$ cat src/rtl/multicycle_ctrl.sv
// Multicycle CPU control unit: IF/ID/EX/MEM/WB sequencing with memory handshakes,
// wait timeout trap and optional performance counters (define MCTRL_PERF_EN).
//
// state | meaning
// RST   | post-reset idle, all outputs low
// IF    | instruction fetch, waits on imem_rdy
// ID    | decode / address generation, jumps resolve here
// EX    | operand latch, branches resolve here
// MEM   | data memory access, waits on dmem_rdy
// WB    | register write-back
// FAULT | sticky trap, left only by reset
module multicycle_ctrl #(
  parameter int TIMEOUT = 16,
  parameter int CNT_W   = 32
) (
  input  logic             clk,
  input  logic             rst_n,
  input  logic [5:0]       opcode,
  input  logic [5:0]       funct,
  input  logic             imem_rdy,
  input  logic             dmem_rdy,
  output logic             imem_req,
  output logic             dmem_req,
  output logic             ir_we,
  output logic             addr_gen,
  output logic             rs_we,
  output logic             rt_we,
  output logic [1:0]       reg_dst,
  output logic             alu_src,
  output logic [2:0]       alu_ctrl,
  output logic [1:0]       mem_to_reg,
  output logic             reg_wr,
  output logic             mem_wr,
  output logic             jump,
  output logic             beq,
  output logic             bne,
  output logic             fault,
  output logic [2:0]       state,
  output logic [CNT_W-1:0] cycle_cnt,
  output logic [CNT_W-1:0] instret_cnt
);

  typedef enum logic [2:0] {
    S_IF    = 3'd0,
    S_ID    = 3'd1,
    S_EX    = 3'd2,
    S_MEM   = 3'd3,
    S_WB    = 3'd4,
    S_RST   = 3'd5,
    S_FAULT = 3'd7
  } state_t;

  localparam int WAIT_W = $clog2(TIMEOUT + 2);
  localparam logic [WAIT_W-1:0] WAIT_LAST = WAIT_W'(TIMEOUT > 0 ? TIMEOUT - 1 : 0);

  state_t state_q, state_d;
  logic [WAIT_W-1:0] wait_cnt;
  logic waiting, wait_expired;

  logic is_r, is_add, is_sub, is_slt, is_jr, is_j, is_jal;
  logic is_addi, is_xori, is_lw, is_sw, is_beq, is_bne, is_alu;
  logic [1:0] dec_reg_dst, dec_mem_to_reg;
  logic       dec_alu_src;
  logic [2:0] dec_alu_ctrl;

  assign is_r    = (opcode == 6'h00);
  assign is_add  = is_r && (funct == 6'h20);
  assign is_sub  = is_r && (funct == 6'h22);
  assign is_slt  = is_r && (funct == 6'h2a);
  assign is_jr   = is_r && (funct == 6'h08);
  assign is_j    = (opcode == 6'h02);
  assign is_jal  = (opcode == 6'h03);
  assign is_addi = (opcode == 6'h08);
  assign is_xori = (opcode == 6'h0e);
  assign is_lw   = (opcode == 6'h23);
  assign is_sw   = (opcode == 6'h2b);
  assign is_beq  = (opcode == 6'h04);
  assign is_bne  = (opcode == 6'h05);
  assign is_alu  = is_add | is_sub | is_slt | is_addi | is_xori;

  always_comb begin
    dec_reg_dst    = 2'd0;
    dec_alu_src    = 1'b0;
    dec_alu_ctrl   = 3'd0;
    dec_mem_to_reg = 2'd0;
    if (is_sub | is_beq | is_bne) dec_alu_ctrl = 3'd1;
    if (is_xori)                  dec_alu_ctrl = 3'd2;
    if (is_slt)                   dec_alu_ctrl = 3'd3;
    if (is_addi | is_xori | is_lw) dec_reg_dst = 2'd2;
    if (is_addi | is_xori | is_lw | is_sw) dec_alu_src = 1'b1;
    if (is_lw) dec_mem_to_reg = 2'd1;
    if (is_jal) begin
      dec_reg_dst    = 2'd1;
      dec_mem_to_reg = 2'd2;
    end
  end

  // Wait cycles are counted only while the active handshake is low; rdy in the last allowed cycle wins.
  assign waiting      = ((state_q == S_IF) && !imem_rdy) || ((state_q == S_MEM) && !dmem_rdy);
  assign wait_expired = (TIMEOUT != 0) && waiting && (wait_cnt == WAIT_LAST);

  always_ff @(posedge clk or negedge rst_n) begin
    if (!rst_n) begin
      state_q  <= S_RST;
      wait_cnt <= '0;
    end else begin
      state_q <= state_d;
      if ((TIMEOUT != 0) && waiting && !wait_expired) wait_cnt <= wait_cnt + WAIT_W'(1);
      else                                           wait_cnt <= '0;
    end
  end

  always_comb begin
    state_d    = state_q;
    imem_req   = 1'b0;
    dmem_req   = 1'b0;
    ir_we      = 1'b0;
    addr_gen   = 1'b0;
    rs_we      = 1'b0;
    rt_we      = 1'b0;
    reg_wr     = 1'b0;
    mem_wr     = 1'b0;
    jump       = 1'b0;
    beq        = 1'b0;
    bne        = 1'b0;
    fault      = 1'b0;
    reg_dst    = 2'd0;
    alu_src    = 1'b0;
    alu_ctrl   = 3'd0;
    mem_to_reg = 2'd0;
    unique case (state_q)
      S_RST: state_d = S_IF;
      S_IF: begin
        imem_req = 1'b1;
        ir_we    = imem_rdy;
        if (imem_rdy)          state_d = S_ID;
        else if (wait_expired) state_d = S_FAULT;
      end
      S_ID: begin
        addr_gen = 1'b1;
        jump     = is_j | is_jr | is_jal;
        if (is_j | is_jr)                                  state_d = S_IF;
        else if (is_jal)                                   state_d = S_WB;
        else if (is_alu | is_lw | is_sw | is_beq | is_bne) state_d = S_EX;
        else                                               state_d = S_FAULT;
      end
      S_EX: begin
        rs_we = 1'b1;
        rt_we = 1'b1;
        beq   = is_beq;
        bne   = is_bne;
        if (is_lw | is_sw)        state_d = S_MEM;
        else if (is_beq | is_bne) state_d = S_IF;
        else                      state_d = S_WB;
      end
      S_MEM: begin
        dmem_req = 1'b1;
        mem_wr   = is_sw;
        if (dmem_rdy)          state_d = is_lw ? S_WB : S_IF;
        else if (wait_expired) state_d = S_FAULT;
      end
      S_WB: begin
        reg_wr  = is_alu | is_lw | is_jal;
        state_d = S_IF;
      end
      S_FAULT: fault = 1'b1;
      default: state_d = S_FAULT;
    endcase
    if (state_q inside {S_ID, S_EX, S_MEM, S_WB}) begin
      reg_dst    = dec_reg_dst;
      alu_src    = dec_alu_src;
      alu_ctrl   = dec_alu_ctrl;
      mem_to_reg = dec_mem_to_reg;
    end
  end

  assign state = state_q;

`ifdef MCTRL_PERF_EN
  logic [CNT_W-1:0] cycle_q, instret_q;
  logic retire;

  assign retire = (state_q inside {S_ID, S_EX, S_MEM, S_WB}) && (state_d == S_IF);

  always_ff @(posedge clk or negedge rst_n) begin
    if (!rst_n) begin
      cycle_q   <= '0;
      instret_q <= '0;
    end else begin
      if ((state_q != S_RST) && (state_q != S_FAULT)) cycle_q <= cycle_q + CNT_W'(1);
      if (retire) instret_q <= instret_q + CNT_W'(1);
    end
  end

  assign cycle_cnt   = cycle_q;
  assign instret_cnt = instret_q;
`else
  assign cycle_cnt   = '0;
  assign instret_cnt = '0;
`endif

endmodule

$ cat config.mk
export PLATFORM = sky130hd
export DESIGN_NAME = multicycle_ctrl
export DESIGN_NICKNAME = d
export VERILOG_FILES = /design/src/rtl/multicycle_ctrl.sv
export SDC_FILE = /design/constraint.sdc
export NUM_CORES = 1
export LEC_CHECK = 0
export ABC_CLOCK_PERIOD_IN_PS = 1820
export BUFFER_PORTS_ARGS = -buffer_cell sky130_fd_sc_hd__buf_2
export CAP_MARGIN = 25
export CORE_ASPECT_RATIO = 2
export CORE_MARGIN = 2
export CORE_UTILIZATION = 41
export DETAILED_ROUTE_END_ITERATION = 8
export GPL_ROUTABILITY_DRIVEN = 0
export HOLD_SLACK_MARGIN = 0.05
export PLACE_DENSITY = 0.81
export SLEW_MARGIN = 20
export SYNTH_ARGS = -nofsm -noshare
export SYNTH_HDL_FRONTEND = slang
export SYNTH_SLANG_ARGS = --single-unit
$ cat constraint.sdc
create_clock -name clk -period 1.82 [get_ports clk]
set_clock_uncertainty 0.05 [all_clocks]
set_input_delay 0.273 -clock clk [delete_from_list [all_inputs] [get_ports clk]]
set_output_delay 0.273 -clock clk [all_outputs]
set_load 0.005 [all_outputs]
Yosys cells after proc, flatten, opt, wreduce, memory -nomap -nowiden. Cells that the tools add are included. Widths: inputs -> output; s select.

Flip-flop bits (word level): 8. Latch bits: 0. Bits in writable memories: 0. Bits in read-only memories: 0. Input port bits: 16. Output and inout bits: 87. Logic and storage cells: 90. Memories kept: 0.

$add $sub $neg: 1. $mul: 0. Divide/modulo/power cells: 0. $lt $le $gt $ge: 0. Equal/unequal tests: 19. Shift operators: 0. Mux-type cells: 34. Bitwise gates (word level): 18. Reduce and logical (&&, ||, !) cells: 16.

Operators by type and width (number): $eq 6x6->1 const B (5); $mux 3 (9); $eq 6x4->1 const B (3); $or 1x1->1 (18); $pmux 3 s6 (1); $mux 2 (8); $mux 1 (15); $eq 6x2->1 const B (2); $eq 6x3->1 const B (2); $eq 3x3->1 const B (3); $logic_and 1x1->1 (8); $eq 3x2->1 const B (2); $logic_not 6->1 (1); $add 5x1->5 const B (1); $eq 5x4->1 const B (1); $mux 5 (1); $reduce_bool 4->1 (1); $eq 3x1->1 const B (1); $logic_not 1->1 (3); $logic_not 3->1 (1); $reduce_or 2->1 (1); $logic_or 1x1->1 (1).

Longest topological paths before layout.
Word-level depth: 14. Mapped depth: 7. Mapped depth without buffers: 7.

Worst setup path after synthesis. No wires, ideal clock.

Path type: in2out. Start point: input port opcode[4]. End point: output port reg_dst[0]. Data arrival time: 1.413 ns. Data required time: 1.497 ns. Slack: 0.084 ns. Stages: 5. Buffers on the path: 3. Cell sequence: buf_6 or4_4 buf_6 nor3_1 buf_4.

Longest elaborated chain between the ends: 3.

Ends and longest elaborated chain: start, declared (line 18) `input logic [5:0] opcode,`; $eq 6x2->1 (line 72) `assign is_jal = (opcode == 6'h03);`; $mux 2 (line 92) `if (is_jal) begin`; $mux 2 (line 169) `if (state_q inside {S_ID, S_EX, S_MEM, S_WB}) begin`; end, declared (line 28) `output logic [1:0] reg_dst,`.

No other way between the ends.

Final worst setup path.
Start point: register state_q[0] (netlist: state[0]). End point: output port jump.

Longest elaborated chain between the ends: 2.

Ends and longest elaborated chain: start, declared (line 56) `state_t state_q, state_d;`; start signal, assigned (line 107) `state_q <= state_d;`; $eq 3x1->1 (line 131) `unique case (state_q)`; $mux 1 (line 131); end, declared (line 34) `output logic jump,`.

No other way between the ends.

==> results.md <==
* Synth-to-layout area growth at 6.32%
* Initial antenna violation count at 0
* CTS Buf Count at 3
* Drc violations at 0
* Critical-path cell list: buf_6 > nor3b_4 > and2_1 > buf_2
* Worst path depth at 4
* Final ANT Viol Nets at 0
* RSZ-0062 raised after global routing: yes
* DR iter-0 viols at 15
* Core area at 3190 µm²
* Largest net degree at the start of global routing at 14
* Die W at 45.1 µm
* Register area share after synthesis at 14.6%
* Synthesized area per cell at 7.74 µm²
* Clk root buf: clkbuf_8
* Hold slack at 0.359 ns
* Post-Route WL at 2.94 mm
* Row Count at 29
* CP endpoint: jump
* Final worst-path cycle share at 98.2%
* Min-delay worst type: input pin to asynchronous set/reset pin
* Async S/R FF share, synth at 100%
* Port Buffer Count at 37
* TritonRoute pass-1 iters at 4
* Syn Std Cell Area at 1390 µm²
* CP arrival at 1.46 ns
* CP top delay family: flip-flops
* Startpoint types: flip-flop
* LEAKAGE at 0.797 nW
* WL per Instance at 11.7 µm
* Post-place setup slack at 0.0950 ns
* Final setup viols at 0
* Maxcap violations at 0
* Crit path from: state[0]
* Final Hold Vio Count at 0
* M3 GR Usage at 2.29%
* Clk buf depth at 2
* Antenna diodes at 0
* Total GRT Usage at 14.3%
* Pwr/cell area at 867 nW/µm²
* Largest stage delay on the critical path at 0.56 ns
* DP Area at 1360 µm²
* Non-filler instance count after layout at 250
* Yosys reg bits at 8
* Met2 Use GR at 27.0%
* Worst Path Buf+Inv at 2
* R2R setup slack at 0.20 ns
* Synth Flop Type: dfrtp_1
* First-pass GRT wire length at 4.26 mm
* Post-synth EDFFs at 0
* Netlist cell types at 51
* Inst Count DP at 244
* Most frequent cells in the layout: conb_1 (65), buf_2 (37), nor2_1 (10), buf_4 (10), dfrtp_1 (6)
* R2r endpoint: state[2]
* Most Used Layer, Global Route: met2
* Initial Util at 43.4%
* Die Height at 86.2 µm
* Max Transition Viols Final at 0
* Max FO, Critical Path at 11
* Crit path capture type: output pin
* DP HPWL at 2.35 mm
* Peak VDD IR at 0.000494 V
* Reg-to-reg startpoint: wait_cnt[0]
* Worst setup margin at 0.0334 ns
* Period minus WS final at 1.79 ns
* Status: finished, final reports clean
* Vias in the first global route at 965
* Nets at 239
* Routing usage on met1 at 14.9%
* Cells after Synth at 179
* Ports at 103
* Worst-case reg-to-reg path depth at 6
* Total grt overflow at 0
* Final Cell Area at 1470 µm²
* Clock slew at reported path FFs at 0.04 ns
* Die area at 3890 µm²
* FMAX at 560 MHz
* Critical Path RT at 1.50 ns
* YS warnings at 0
* Clk_lat worst skew at 0.23 ns
* Critical path type: flip-flop to output pin
* Commonest non-fill, non-tap cell in the layout: conb_1
* Total number of vias at 1,165
* CTS sink count at 8
* Layout cells sized above 1 at 30.6%
* TritonCTS clock tree: yes
* CP max stage cell: dfstp_2
* Via density at 4.66
* CTS H-tree depth at 1
[area by class of cell]
class / instances / area (µm²)
clock buffers: 3 / 41.3
well taps: 31 / 38.8
fillers: 356 / 1720
repair buffers: 49 / 282
multi-input cells: 154 / 891
flip-flops and latches: 8 / 203
inverters: 5 / 18.8
[state kept, by name (all words and copies together) (netlist names)]
name,count
wait_cnt,5
state,3
[per-stage QoR]
step           total power, mW  TNS, ns  utilization [%]
3_3_place_gp             0.939        0             42.5
3_5_place_dp             0.948        0             42.5
2_1_floorplan            0.794        0                -
4_1_cts                   1.23        0             44.9
6_report                  1.28        0             46.2
5_1_grt                   1.38  -0.0557             46.2
[worst register-to-register path, delay by kind of cell (launching register included)]
| kind | cells | cell delay [ns] |
|---|---|---|
| compound gates | 3 | 0.47 |
| fa+ha+maj | 2 | 0.43 |
| flops | 1 | 0.39 |
| simple gates | 1 | 0.19 |
[report_power, final]
group / switching [mW] / internal [mW] / leakage [nW]
Clock: 0.0725 / 0.143 / 0.0216
Sequential: 0.0448 / 0.241 / 0.103
Combinational: 0.444 / 0.333 / 0.673
[Yosys cell counts, types with 2 or more instances]
library cell  instances  area [µm²]
nand4_1               2        12.5
nand2_1               2        7.51
nor3b_1               5        37.5
ha_1                  2        25.0
and3_1                3        18.8
dfrtp_1               6         150
a21oi_1               4        20.0
nor2_1               11        41.3
nor3b_2               2        25.0
nand2b_1              4        25.0
dfstp_2               2        52.6
nor3_1                8        40.0
nor4b_1               2        17.5
o21ai_0               2        10.0
o211ai_1              2        15.0
xor2_1                2        17.5
inv_1                 5        18.8
buf_6                 2        22.5
nand3_1               5        25.0
buf_2                 7        35.0
nor2b_1               2        12.5
and2_1                3        18.8
a32oi_1               2        17.5
buf_4                67         503
[metal layers]
layer	wire, µm	vias to the layer above
li1	-	558
met3	282	6
met1	1010	528
met5	0	-
met4	58	0
met2	1580	73
[worst min-delay path by stage]
stage,start,to,slack [ns],cells after the start
2_1_floorplan,rst_n,state[1],-0.07,0
3_3_place_gp,rst_n,wait_cnt[2],0.07,1
3_5_place_dp,rst_n,wait_cnt[2],0.07,1
4_1_cts,rst_n,wait_cnt[3],0.36,2
5_1_grt,rst_n,wait_cnt[3],0.38,2
6_report,rst_n,state[1],0.36,2
[cell families (layout without fill, tap and decap cells)]
logic type,count (synthesis),count (layout),synth area share (%)
flops,8,8,14.6
compound gates,23,23,11.6
simple gates,60,60,27.3
mux,1,1,0.722
buf+inv,81,57,41.8
xor+xnor,3,3,1.90
other cells,1,65,0.270
fa+ha+maj,2,2,1.80
[timing repair]
action | CTS | global route
endpoints found under the hold margin | 8 | 0
setup buffers | 1 | 1
hold buffers | 1 | 0
gates resized for setup | 3 | 7
endpoints found under the setup margin | 4 | 8
pin swaps | 0 | 4
Power figures use the tool's default switching activity.
